<file path="src/rtl/lsu_apb_bridge.sv">
// LSU-to-APB4 bridge: turns a single registered LSU request from the
// external-memory channel into one APB4 transfer and returns a one-cycle ack.

package SOPHON_PKG;
   typedef struct packed {
      logic        req;
      logic        we;
      logic [31:0] addr;
      logic [31:0] wdata;
      logic [3:0]  amo;
      logic [3:0]  strb;
      logic [1:0]  size;
   } lsu_req_t;

   typedef struct packed {
      logic        ack;
      logic        error;
      logic [31:0] rdata;
   } lsu_ack_t;
endpackage

module lsu_apb_bridge #(
   parameter int unsigned TIMEOUT_CYCLES = 256,
   parameter logic [2:0]  PPROT_VAL      = 3'b000
) (
   input  logic                 clk_i,
   input  logic                 rst_ni,
   input  SOPHON_PKG::lsu_req_t lsu_req_i,
   output SOPHON_PKG::lsu_ack_t lsu_ack_o,
   output logic [31:0]          paddr_o,
   output logic                 psel_o,
   output logic                 penable_o,
   output logic                 pwrite_o,
   output logic [31:0]          pwdata_o,
   output logic [3:0]           pstrb_o,
   output logic [2:0]           pprot_o,
   input  logic [31:0]          prdata_i,
   input  logic                 pready_i,
   input  logic                 pslverr_i
);

   // A zero timeout still needs a 1-bit counter so the logic stays legal.
   localparam int unsigned CNT_W = (TIMEOUT_CYCLES > 0) ? $clog2(TIMEOUT_CYCLES + 1) : 1;
   localparam logic [CNT_W-1:0] CNT_LIMIT = CNT_W'(TIMEOUT_CYCLES);
   localparam logic [CNT_W-1:0] CNT_MAX   = '1;

   typedef enum logic [1:0] {IDLE, SETUP, ACCESS, RESP} state_t;

   state_t            state_q, state_d;
   logic [31:0]       paddr_q, paddr_d;
   logic [31:0]       pwdata_q, pwdata_d;
   logic [3:0]        pstrb_q, pstrb_d;
   logic              pwrite_q, pwrite_d;
   logic [31:0]       rdata_q, rdata_d;
   logic              err_q, err_d;
   logic [CNT_W-1:0]  cnt_q, cnt_d;
   logic [CNT_W-1:0]  cnt_inc;
   logic              unused_addr_lsbs;

   // APB addresses are word aligned, so the byte offset is dropped.
   assign unused_addr_lsbs = ^lsu_req_i.addr[1:0];

   // Next-state logic: latch the request once in IDLE, then walk SETUP/ACCESS/RESP.
   always_comb begin
      state_d  = state_q;
      paddr_d  = paddr_q;
      pwdata_d = pwdata_q;
      pstrb_d  = pstrb_q;
      pwrite_d = pwrite_q;
      rdata_d  = rdata_q;
      err_d    = err_q;
      cnt_d    = cnt_q;
      cnt_inc  = (cnt_q == CNT_MAX) ? cnt_q : cnt_q + 1'b1;

      case (state_q)
         IDLE: begin
            if (lsu_req_i.req) begin
               if ((lsu_req_i.amo != 4'd0) || (lsu_req_i.size > 2'd2)) begin
                  err_d   = 1'b1;
                  state_d = RESP;
               end else begin
                  paddr_d  = {lsu_req_i.addr[31:2], 2'b00};
                  pwrite_d = lsu_req_i.we;
                  pwdata_d = lsu_req_i.wdata;
                  pstrb_d  = lsu_req_i.we ? lsu_req_i.strb : 4'b0000;
                  err_d    = 1'b0;
                  cnt_d    = '0;
                  state_d  = SETUP;
               end
            end
         end
         SETUP: begin
            state_d = ACCESS;
         end
         ACCESS: begin
            if (pready_i) begin
               if (!pwrite_q) begin
                  rdata_d = prdata_i;
               end
               err_d   = pslverr_i;
               state_d = RESP;
            end else begin
               cnt_d = cnt_inc;
               if ((TIMEOUT_CYCLES != 0) && (cnt_inc == CNT_LIMIT)) begin
                  err_d   = 1'b1;
                  state_d = RESP;
               end
            end
         end
         RESP: begin
            state_d = IDLE;
         end
         default: begin
            state_d = IDLE;
         end
      endcase
   end

   // State and datapath registers; reset abandons any transfer in flight.
   always_ff @(posedge clk_i or negedge rst_ni) begin
      if (!rst_ni) begin
         state_q  <= IDLE;
         paddr_q  <= '0;
         pwdata_q <= '0;
         pstrb_q  <= '0;
         pwrite_q <= 1'b0;
         rdata_q  <= '0;
         err_q    <= 1'b0;
         cnt_q    <= '0;
      end else begin
         state_q  <= state_d;
         paddr_q  <= paddr_d;
         pwdata_q <= pwdata_d;
         pstrb_q  <= pstrb_d;
         pwrite_q <= pwrite_d;
         rdata_q  <= rdata_d;
         err_q    <= err_d;
         cnt_q    <= cnt_d;
      end
   end

   // APB and ack outputs decode straight from the state so reset drops them at once.
   always_comb begin
      psel_o          = (state_q == SETUP) || (state_q == ACCESS);
      penable_o       = (state_q == ACCESS);
      paddr_o         = paddr_q;
      pwrite_o        = pwrite_q;
      pwdata_o        = pwdata_q;
      pstrb_o         = pstrb_q;
      pprot_o         = PPROT_VAL;
      lsu_ack_o.ack   = (state_q == RESP);
      lsu_ack_o.error = (state_q == RESP) && err_q;
      lsu_ack_o.rdata = rdata_q;
   end

endmodule

</file>
<file path="config.mk">
export PLATFORM = sky130hd
export DESIGN_NAME = lsu_apb_bridge
export DESIGN_NICKNAME = d
export VERILOG_FILES = /design/src/rtl/lsu_apb_bridge.sv
export SDC_FILE = /design/constraint.sdc
export NUM_CORES = 1
export LEC_CHECK = 0
export CORE_ASPECT_RATIO = 1.5
export CORE_MARGIN = 2
export CORE_UTILIZATION = 44
export DETAILED_ROUTE_END_ITERATION = 8
export MAX_ROUTING_LAYER = met4
export PLACE_DENSITY = 0.9
export SLEW_MARGIN = 25
export SYNTH_ARGS = -nofsm -noshare
export SYNTH_HDL_FRONTEND = slang
export SYNTH_SLANG_ARGS = --single-unit
</file>
<file path="constraint.sdc">
create_clock -name clk_i -period 2.7 [get_ports clk_i]
set_input_delay 0.54 -clock clk_i [delete_from_list [all_inputs] [get_ports clk_i]]
set_output_delay 0.54 -clock clk_i [all_outputs]
set_load 0.02 [all_outputs]
</file>
# Word level (Yosys, flattened, before mapping)
# Index checks and enable logic that the tools add are counted.
totals:
  regBits: 111
  in_bits: 112
  output_inout_bits: 108
  word_cells: 48
classes:
  n_addsub: 1
  order_cmp: 1
  eq_ne: 9
  mux: 16
  bitwise: 2
  n_reduce_logical: 11
ops:
  columns: ["op", "count"]
  rows:
  - ["$mux W9", 4]
  - ["$eq A9 B9 Y1 const B", 2]
  - ["$pmux W9 S2", 1]
  - ["$add A9 B1 Y9 const B", 1]
  - ["$reduce_and A3 Y1", 3]
  - ["$mux W2", 4]
  - ["$pmux W2 S4", 1]
  - ["$ne A2 B2 Y1 const B", 3]
  - ["$eq A2 B2 Y1 const B", 2]
  - ["$mux W1", 4]
  - ["$mux W4", 1]
  - ["$reduce_and A4 Y1", 1]
  - ["$reduce_bool A4 Y1", 1]
  - ["$ne A3 B1 Y1 const B", 1]
  - ["$eq A2 B1 Y1 const B", 1]
  - ["$gt A2 B2 Y1 const B", 1]
  - ["$logic_not A2 Y1", 1]
  - ["$logic_or A1 B1 Y1", 2]
  - ["$not A1 Y1", 2]
  - ["$pmux W1 S2", 1]
  - ["$reduce_and A2 Y1", 1]
  - ["$reduce_bool A2 Y1", 1]
  - ["$logic_and A1 B1 Y1", 1]

# Depth between registers and ports, before layout
# Gate-level depths: netlist of run 1.
depth:
  word_depth: 6
  mapped_depth: 9

# Worst setup path before layout of run 1
# OpenSTA, ideal clock, no wires.
synth_timing:
  path_type: "input-to-reg"
  from: "in lsu_req_i[7] (netlist bit)"
  to: "reg cnt_q[1]"
  setup_time_ns: 0.122
  t_arrival_ns: 2.017
  required_time_ns: 2.578
  path_slack_ns: 0.561
  path_stages: 5
  n_path_buf: 0
  cell_sequence: "or4_4 o31a_1 a211o_4 o21bai_1 a32o_1"
synth_via:
  elab_chain_cells: 4
synth_lines:
  columns: ["element", "line", "source"]
  rows:
  - ["start: declaration", "28", "input SOPHON_PKG::lsu_req_t lsu_req_i,"]
  - ["$reduce_bool A4 Y1", "78", "if ((lsu_req_i.amo != 4'd0) || (lsu_req_i.size > 2'd2)) begin"]
  - ["$logic_or A1 B1 Y1", "78", null]
  - ["$ne A2 B2 Y1 (no line)", null, null]
  - ["$reduce_and A4 Y1 (no line)", null, null]
  - ["end signal: assignment", "138", "cnt_q <= cnt_d;"]
  - ["end: declaration", "56", "logic [CNT_W-1:0] cnt_q, cnt_d;"]
# No other way between the ends.
# A chain may end at the register's enable or synchronous reset.

# Worst setup path after layout of run 1
layout_timing:
  from: "reg state_q[0]"
  to: "out penable_o"
layout_via:
  elab_chain_cells: 1
layout_lines:
  columns: ["element", "line", "source"]
  rows:
  - ["start: declaration", "49", "state_t state_q, state_d;"]
  - ["start signal: assignment", "131", "state_q <= state_d;"]
  - ["$eq A2 B2 Y1", "145", "penable_o = (state_q == ACCESS);"]
  - ["end: declaration", "32", "output logic penable_o,"]
# No other way between the ends.

==> flow_metrics.env, run 1 <==
export IMPL_synth_cells=333
export IMPL_p_sw_mw=2.52
export IMPL_power_share_switching_pct=34.7
export IMPL_p_clk_share_pct=17.2
export IMPL_path_max_fanout=8
export IMPL_die_h_um=129
export IMPL_portBuffers=212
export IMPL_fillers=709
export IMPL_yosysWarnings=0
export IMPL_htree_levels=3
export IMPL_slew_violations=0
export IMPL_max_freq_mhz=416
export IMPL_dieArea_um2=11300
export IMPL_ant_nets=0
export IMPL_drc=0
export IMPL_rows=45
export IMPL_slew_headroom_pct=67.0
export IMPL_grt_pass1_vias=3779
export IMPL_holdCritPathClass="in2async"
export IMPL_dp_hpwl_um=8950
export IMPL_syn_cell_area_um2=4590
export IMPL_worstMarginPinSlew_ns=0.491
export IMPL_arrival_ns=1.86
export IMPL_fin_crit_sh_pct=89.1
export IMPL_synth_edf_count=0
export IMPL_cts_root_buf="clkbuf_16"
export IMPL_grt_pass1_wl_um=18200
export IMPL_antenna_found_initial=0
export IMPL_first_iter_violations=119
export IMPL_route_vias_total=3491
export IMPL_grt_max_degree=55
export IMPL_drv_cap=0
export IMPL_final_cell_mix="clkdlybuf4s50_1 (211), dfrtp_1 (111), mux2_2 (95)"
export IMPL_finalSetupViolations=0
export IMPL_avgSynthCellArea_um2=13.8
export IMPL_fin_tns_setup_ns=0
export IMPL_grt_setup_unrepaired="false"
export IMPL_pwr_share_comb_pct=46.8
export IMPL_synthFlopType="dfrtp_1"
export IMPL_fin_nets=662
export IMPL_power_total_mw=7.27
export IMPL_synth_cell_types=43
export IMPL_yosysTopAreaCellShare_pct=60.5
export IMPL_post_drt_wl_per_cell_um=17.5
export IMPL_max_stage_delay_ns=0.67
export IMPL_clock_latency_ns=0.34
export IMPL_crit_chain="inv_1, ha_1, clkdlybuf4s50_1"
export IMPL_ys_ff_latch=111
export IMPL_cts_buffer_depth=2
export IMPL_ir_worst_vdd_uv=657
export IMPL_die_w_um=87.4
export IMPL_drive_above_1_share_pct=22.1
export IMPL_via_per_inst=5.23
export IMPL_drt_total_wl_um=11700
export IMPL_ctsHoldBuffers=0
export IMPL_dr_pass1_iters=4
export IMPL_clkTransAtPathRegs_ns=0.07
export IMPL_p_leak_nw=3.18
export IMPL_start_util_pct=45.3
export IMPL_place_gp_congestion=0.913
export IMPL_finalCriticalPeriod_ns=2.40
export IMPL_power_density_nw_per_um2=1020
export IMPL_ys_async_sr_fraction_pct=100
export IMPL_syn_to_final_growth_pct=55.4
export IMPL_cp_data_required_time_ns=2.16
export IMPL_post_cts_resized=0
export IMPL_core_region_area_um2=10100
export IMPL_post_cts_buffers=0
export IMPL_ios=220
export IMPL_track_usage_pct=21.4
export IMPL_cp_slowest_cell="clkdlybuf4s50_1"
export IMPL_numCtsBuffers=9
export IMPL_crit_type="reg2out"
export IMPL_path_buf_inv=2
export IMPL_p_int_mw=4.75
export IMPL_cts_tree="built"
export IMPL_critical_path_top_delay_family="buffers and inverters"
export IMPL_skew_ns=0.00934
export IMPL_final_common_cell="clkdlybuf4s50_1"
export IMPL_final_hold_viol_count=0
export IMPL_cp_start_kind="flop"
export IMPL_clock_sinks=111
export IMPL_synth_top_area_cell="dfrtp_1"
export IMPL_synth_seq_area_share_pct=60.5
export IMPL_grt_ovfl_total=0
export IMPL_endpoint_kind="primary output"
export IMPL_num_antenna_cells=0
export IMPL_synth_area_top_cells="dfrtp_1 (61%), mux2_2 (23%), o21ai_0 (1.6%)"
export IMPL_status="complete, no violations"
export IMPL_p_seq_share_pct=36.0
==> state kept, by name, indices dropped and copies added (netlist names) <==
signal    cells
paddr_o      30
pwdata_o     32
rdata_q      32
pstrb_o       4
state_q       2
pwrite_o      1
cnt_q         9
err_q         1
==> synth_stat cells, drive strengths merged (2+ instances only) <==
master	instances
dfrtp	111
mux2	95
nand2	18
o21ai	15
buf	13
nor2	9
clkbuf	7
a21oi	5
inv	5
a31oi	4
ha	4
nor2b	4
nor3	4
and2	3
nand2b	3
nand3	3
a211o	2
and3	2
mux2i	2
o21a	2
o21bai	2
or3	2
==> power by group through the flow <==
stage               Clock, mW  Combinational (mW)  Sequential, mW
floorplan                   0               0.972            3.35
global placement            0                3.35            2.59
detailed placement          0                3.43            2.64
CTS                      1.29                3.44            2.62
global route             1.35                3.59            2.69
finish                   1.25                3.40            2.62
==> kinds of logic after synthesis <==
group	after synthesis	share of synthesized area (%)
other	1	0.0817
buffers and inverters	25	2.64
XOR/XNOR	1	0.191
AND/OR/NAND/NOR	53	5.73
multiplexers	97	23.7
AO/OA/AOI/OAI	41	6.00
adder cells (fa/ha/maj)	4	1.09
flip-flops	111	60.5
==> metrics by stage <==
step           util, %  cell area, µm²  instances  hold slack (ns)  setup WS (ns)
2_1_floorplan        -            4600        337            0.244          0.561
3_3_place_gp      67.6            6850        652            0.466         0.0779
3_5_place_dp      67.6            6850        652            0.473         0.0318
4_1_cts           70.4            7130        668            0.141          0.281
5_1_grt           70.4            7130        668            0.166          0.221
6_report          70.4            7130        668            0.134          0.295
==> final timing paths <==
check	start	end	slack [ns]	cells after the start
setup / recovery	state_q[0]	penable_o	0.30	3
hold / removal	rst_ni	pwdata_o[2]	0.13	1
setup reg to reg	state_q[0]	state_q[1]	0.65	8
hold reg to reg	pstrb_o[3]	pstrb_o[3]	0.48	2
max in group asynchronous	rst_ni	rdata_q[26]	1.88	2
min in group clk_i	pstrb_o[3]	pstrb_o[3]	0.48	2
==> worst register-to-register path: stages (launching register included) <==
cell,delay (ns)
dfrtp_1,0.39
inv_1,0.11
ha_1,0.36
nor2b_1,0.34
o31ai_1,0.13
a31oi_1,0.17
a211o_1,0.20
o21bai_1,0.14
o211ai_1,0.10
==> final cells by class <==
type | instances | area (µm²) | share of cell area [%]
Multi-Input combinational cell | 201 | 1720 | 24.1
Clock inverter | 6 | 43.8 | 0.614
Sequential cell | 111 | 2780 | 38.9
Inverter | 5 | 18.8 | 0.263
Timing Repair Buffer | 218 | 2190 | 30.7
Tap cell | 117 | 146 | 2.05
Clock buffer | 10 | 239 | 3.35
==> per-layer routing <==
metal  track usage (%)  part of all wire (%)  vias up
met5                 -                     0        -
li1                  -                     -     1589
met2              39.5                    57      138
met4              6.79                   2.4        0
met3              4.27                   5.1       23
met1              22.5                    35     1741
No activity file was read; power rests on OpenSTA's default activity.
==> inputs of run 2 (changes only) <==
- ABC_AREA: default -> 1
==> flow_metrics.env, run 2 <==
export IMPL_yosysMostFrequentCell="nand2_1"
export IMPL_rows=45
export IMPL_fin_tns_setup_ns=0
export IMPL_synth_adder_area_share_pct=1.09
export IMPL_max_stage_delay_ns=0.64
export IMPL_dieArea_um2=11300
export IMPL_grt_ovfl_total=0
export IMPL_clkTransAtPathRegs_ns=0.07
export IMPL_synth_cells=483
export IMPL_drive_above_1_share_pct=9.18
export IMPL_cp_start_kind="primary input"
export IMPL_clock_sinks=111
export IMPL_numCtsBuffers=9
export IMPL_num_antenna_cells=0
export IMPL_core_region_area_um2=10100
export IMPL_antenna_found_initial=0
export IMPL_synth_xor_area_share_pct=0.381
export IMPL_post_drt_wl_per_cell_um=14.9
export IMPL_start_util_pct=45.4
export IMPL_place_gp_congestion=0.926
export IMPL_crit_chain="clkdlybuf4s50_1, nor4_2, nand2_1, nor2_4, clkinv_2, nand2_1, nand2_1"
export IMPL_yosysWarnings=0
export IMPL_max_freq_mhz=409
export IMPL_status="complete, no violations"
export IMPL_htree_levels=3
export IMPL_die_w_um=87.5
export IMPL_route_vias_total=3990
export IMPL_ys_async_sr_fraction_pct=100
export IMPL_place_area_um2=6810
export IMPL_skew_ns=0.00630
export IMPL_first_iter_violations=169
export IMPL_syn_cell_area_um2=4600
export IMPL_holdCritPathClass="in2async"
export IMPL_ir_worst_vdd_uv=638
export IMPL_finalSetupViolations=0
export IMPL_synthFlopType="dfrtp_1"
export IMPL_post_cts_resized=0
export IMPL_worstMarginPinSlew_ns=0.852
export IMPL_via_per_inst=4.90
export IMPL_grt_pass1_wl_um=18700
export IMPL_synth_seq_area_share_pct=60.3
export IMPL_yosysTopAreaCellShare_pct=60.3
export IMPL_design_area_um2=7120
export IMPL_timing_rr_end="paddr_o[15]"
export IMPL_cts_buffer_depth=2
export IMPL_grt_pass1_vias=4066
export IMPL_track_usage_pct=22.1
export IMPL_dp_hpwl_um=9100
export IMPL_drc=0
export IMPL_synth_common_cells="nand2_1 (238), dfrtp_1 (111), mux2_2 (32), inv_1 (16)"
export IMPL_cts_tree="built"
export IMPL_critical_path_top_delay_family="buffers and inverters"
export IMPL_syn_to_final_growth_pct=54.6
export IMPL_fin_nets=808
export IMPL_arrival_ns=2.68
export IMPL_fillers=732
export IMPL_cpMostUsedCell="nand2_1"
export IMPL_slew_headroom_pct=43.2
export IMPL_cp_data_required_time_ns=2.93
export IMPL_finalCriticalPeriod_ns=2.45
export IMPL_synth_area_top_cells="dfrtp_1 (60%), nand2_1 (19%), mux2_2 (7.8%)"
export IMPL_synth_top_family_by_area="simple AND/OR/NAND/NOR gates"
export IMPL_final_cell_mix="nand2_1 (238), clkdlybuf4s50_1 (211), dfrtp_1 (111)"
export IMPL_endpoint_kind="flop"
export IMPL_path_max_fanout=66
export IMPL_cts_root_buf="clkbuf_16"
export IMPL_synth_edf_count=0
export IMPL_synth_simple_area_share_pct=23.9
export IMPL_post_cts_buffers=0
export IMPL_r2r_start="state_q[0]"
export IMPL_final_common_cell="nand2_1"
export IMPL_rrSetupSlack_ns=0.55
export IMPL_fin_crit_sh_pct=90.6
export IMPL_power_density_nw_per_um2=1020
export IMPL_ctsHoldBuffers=0
export IMPL_synth_top_area_cell="dfrtp_1"
export IMPL_avgSynthCellArea_um2=9.53
export IMPL_cp_slowest_cell="clkinv_2"
export IMPL_ant_nets=0
export IMPL_clock_latency_ns=0.34
export IMPL_crit_type="in2reg"
export IMPL_grt_setup_unrepaired="false"
export IMPL_p_leak_nw=3.43
export IMPL_path_buf_inv=2
export IMPL_portBuffers=212
export IMPL_final_hold_viol_count=0
export IMPL_drv_cap=0
export IMPL_slew_violations=0
export IMPL_grt_max_degree=67
export IMPL_synth_cell_types=26
export IMPL_drt_total_wl_um=12100
export IMPL_ios=220
export IMPL_rr_worst_depth=7
export IMPL_dr_pass1_iters=6
export IMPL_fin_ws_ns=0.253
export IMPL_die_h_um=129
export IMPL_synth_compound_area_share_pct=1.98
export IMPL_muxShareOfSynthArea_pct=7.83
export IMPL_ys_ff_latch=111
export IMPL_place_ws_ns=0.283
export IMPL_fin_util_pct=70.2
==> run 2: cell count changes after synthesis, sizes merged, moves of 8 or more <==
| cell | delta |
|---|---|
| buf | +8 |
| inv | +14 |
| mux2 | -63 |
| nand2 | +222 |
| nand3 | +11 |
| o21ai | -10 |
==> run 2: how the worst max path moves through the flow <==
stage	from	endpoint	slack (ns)	depth (start not counted)
CTS	state_q[0]	psel_o	0.42	3
floorplan	state_q[0]	cnt_q[8]	0.90	8
detailed placement	lsu_req_i[7]	paddr_o[11]	0.28	7
global placement	lsu_req_i[7]	paddr_o[12]	0.38	7
global route	lsu_req_i[7]	paddr_o[11]	0.04	7
finish	lsu_req_i[7]	paddr_o[15]	0.25	7
==> run 2: stage by stage <==
step / hold WS, ns / instances / power, mW
after floorplan: 0.244 / 487 / 4.21
after global placement: 0.453 / 798 / 5.79
after detailed placement: 0.458 / 798 / 5.91
after CTS: 0.218 / 814 / 7.28
after global routing: 0.246 / 814 / 7.62
final: 0.206 / 814 / 7.23
==> run 2: metal layers <==
metal	vias up	track usage [%]	share of wire, %
met4	0	9.77	2.7
met2	177	39.2	55
met1	1866	23.3	37
met3	28	4.78	5.8
li1	1919	-	-
met5	-	-	0
==> run 2: logic make-up (layout without fill, tap and decap cells) <==
kind of cell / Yosys count / count (layout)
flops: 111 / 111
compound gates: 16 / 16
fa+ha+maj: 4 / 4
buf+inv: 42 / 252
other cells: 1 / 5
xor+xnor: 2 / 2
simple gates: 275 / 275
mux: 32 / 32
==> run 2: final cells by class <==
type / count / area (µm²) / area share, %
Clock buffer: 12 / 256 / 3.60
Clock inverter: 4 / 53.8 / 0.756
Inverter: 19 / 72.6 / 1.02
Multi-Input combinational cell: 334 / 1640 / 23.1
Sequential cell: 111 / 2780 / 39.0
Tap cell: 117 / 146 / 2.06
Timing Repair Buffer: 217 / 2170 / 30.5
==> run 2: power by group <==
group          leakage (nW)  internal [mW]  switching [mW]  total [mW]
clock network         0.145          0.773           0.590        1.36
logic                  1.83           1.60            1.64        3.24
registers              1.45           2.29           0.350        2.64
==> run 2: worst register-to-register path, delay by kind of cell (launching register included) <==
kind | cells | cell delay [ns]
buffers and inverters | 2 | 0.74
AND/OR/NAND/NOR | 4 | 0.67
flip-flops | 1 | 0.40
adder cells (fa/ha/maj) | 1 | 0.22
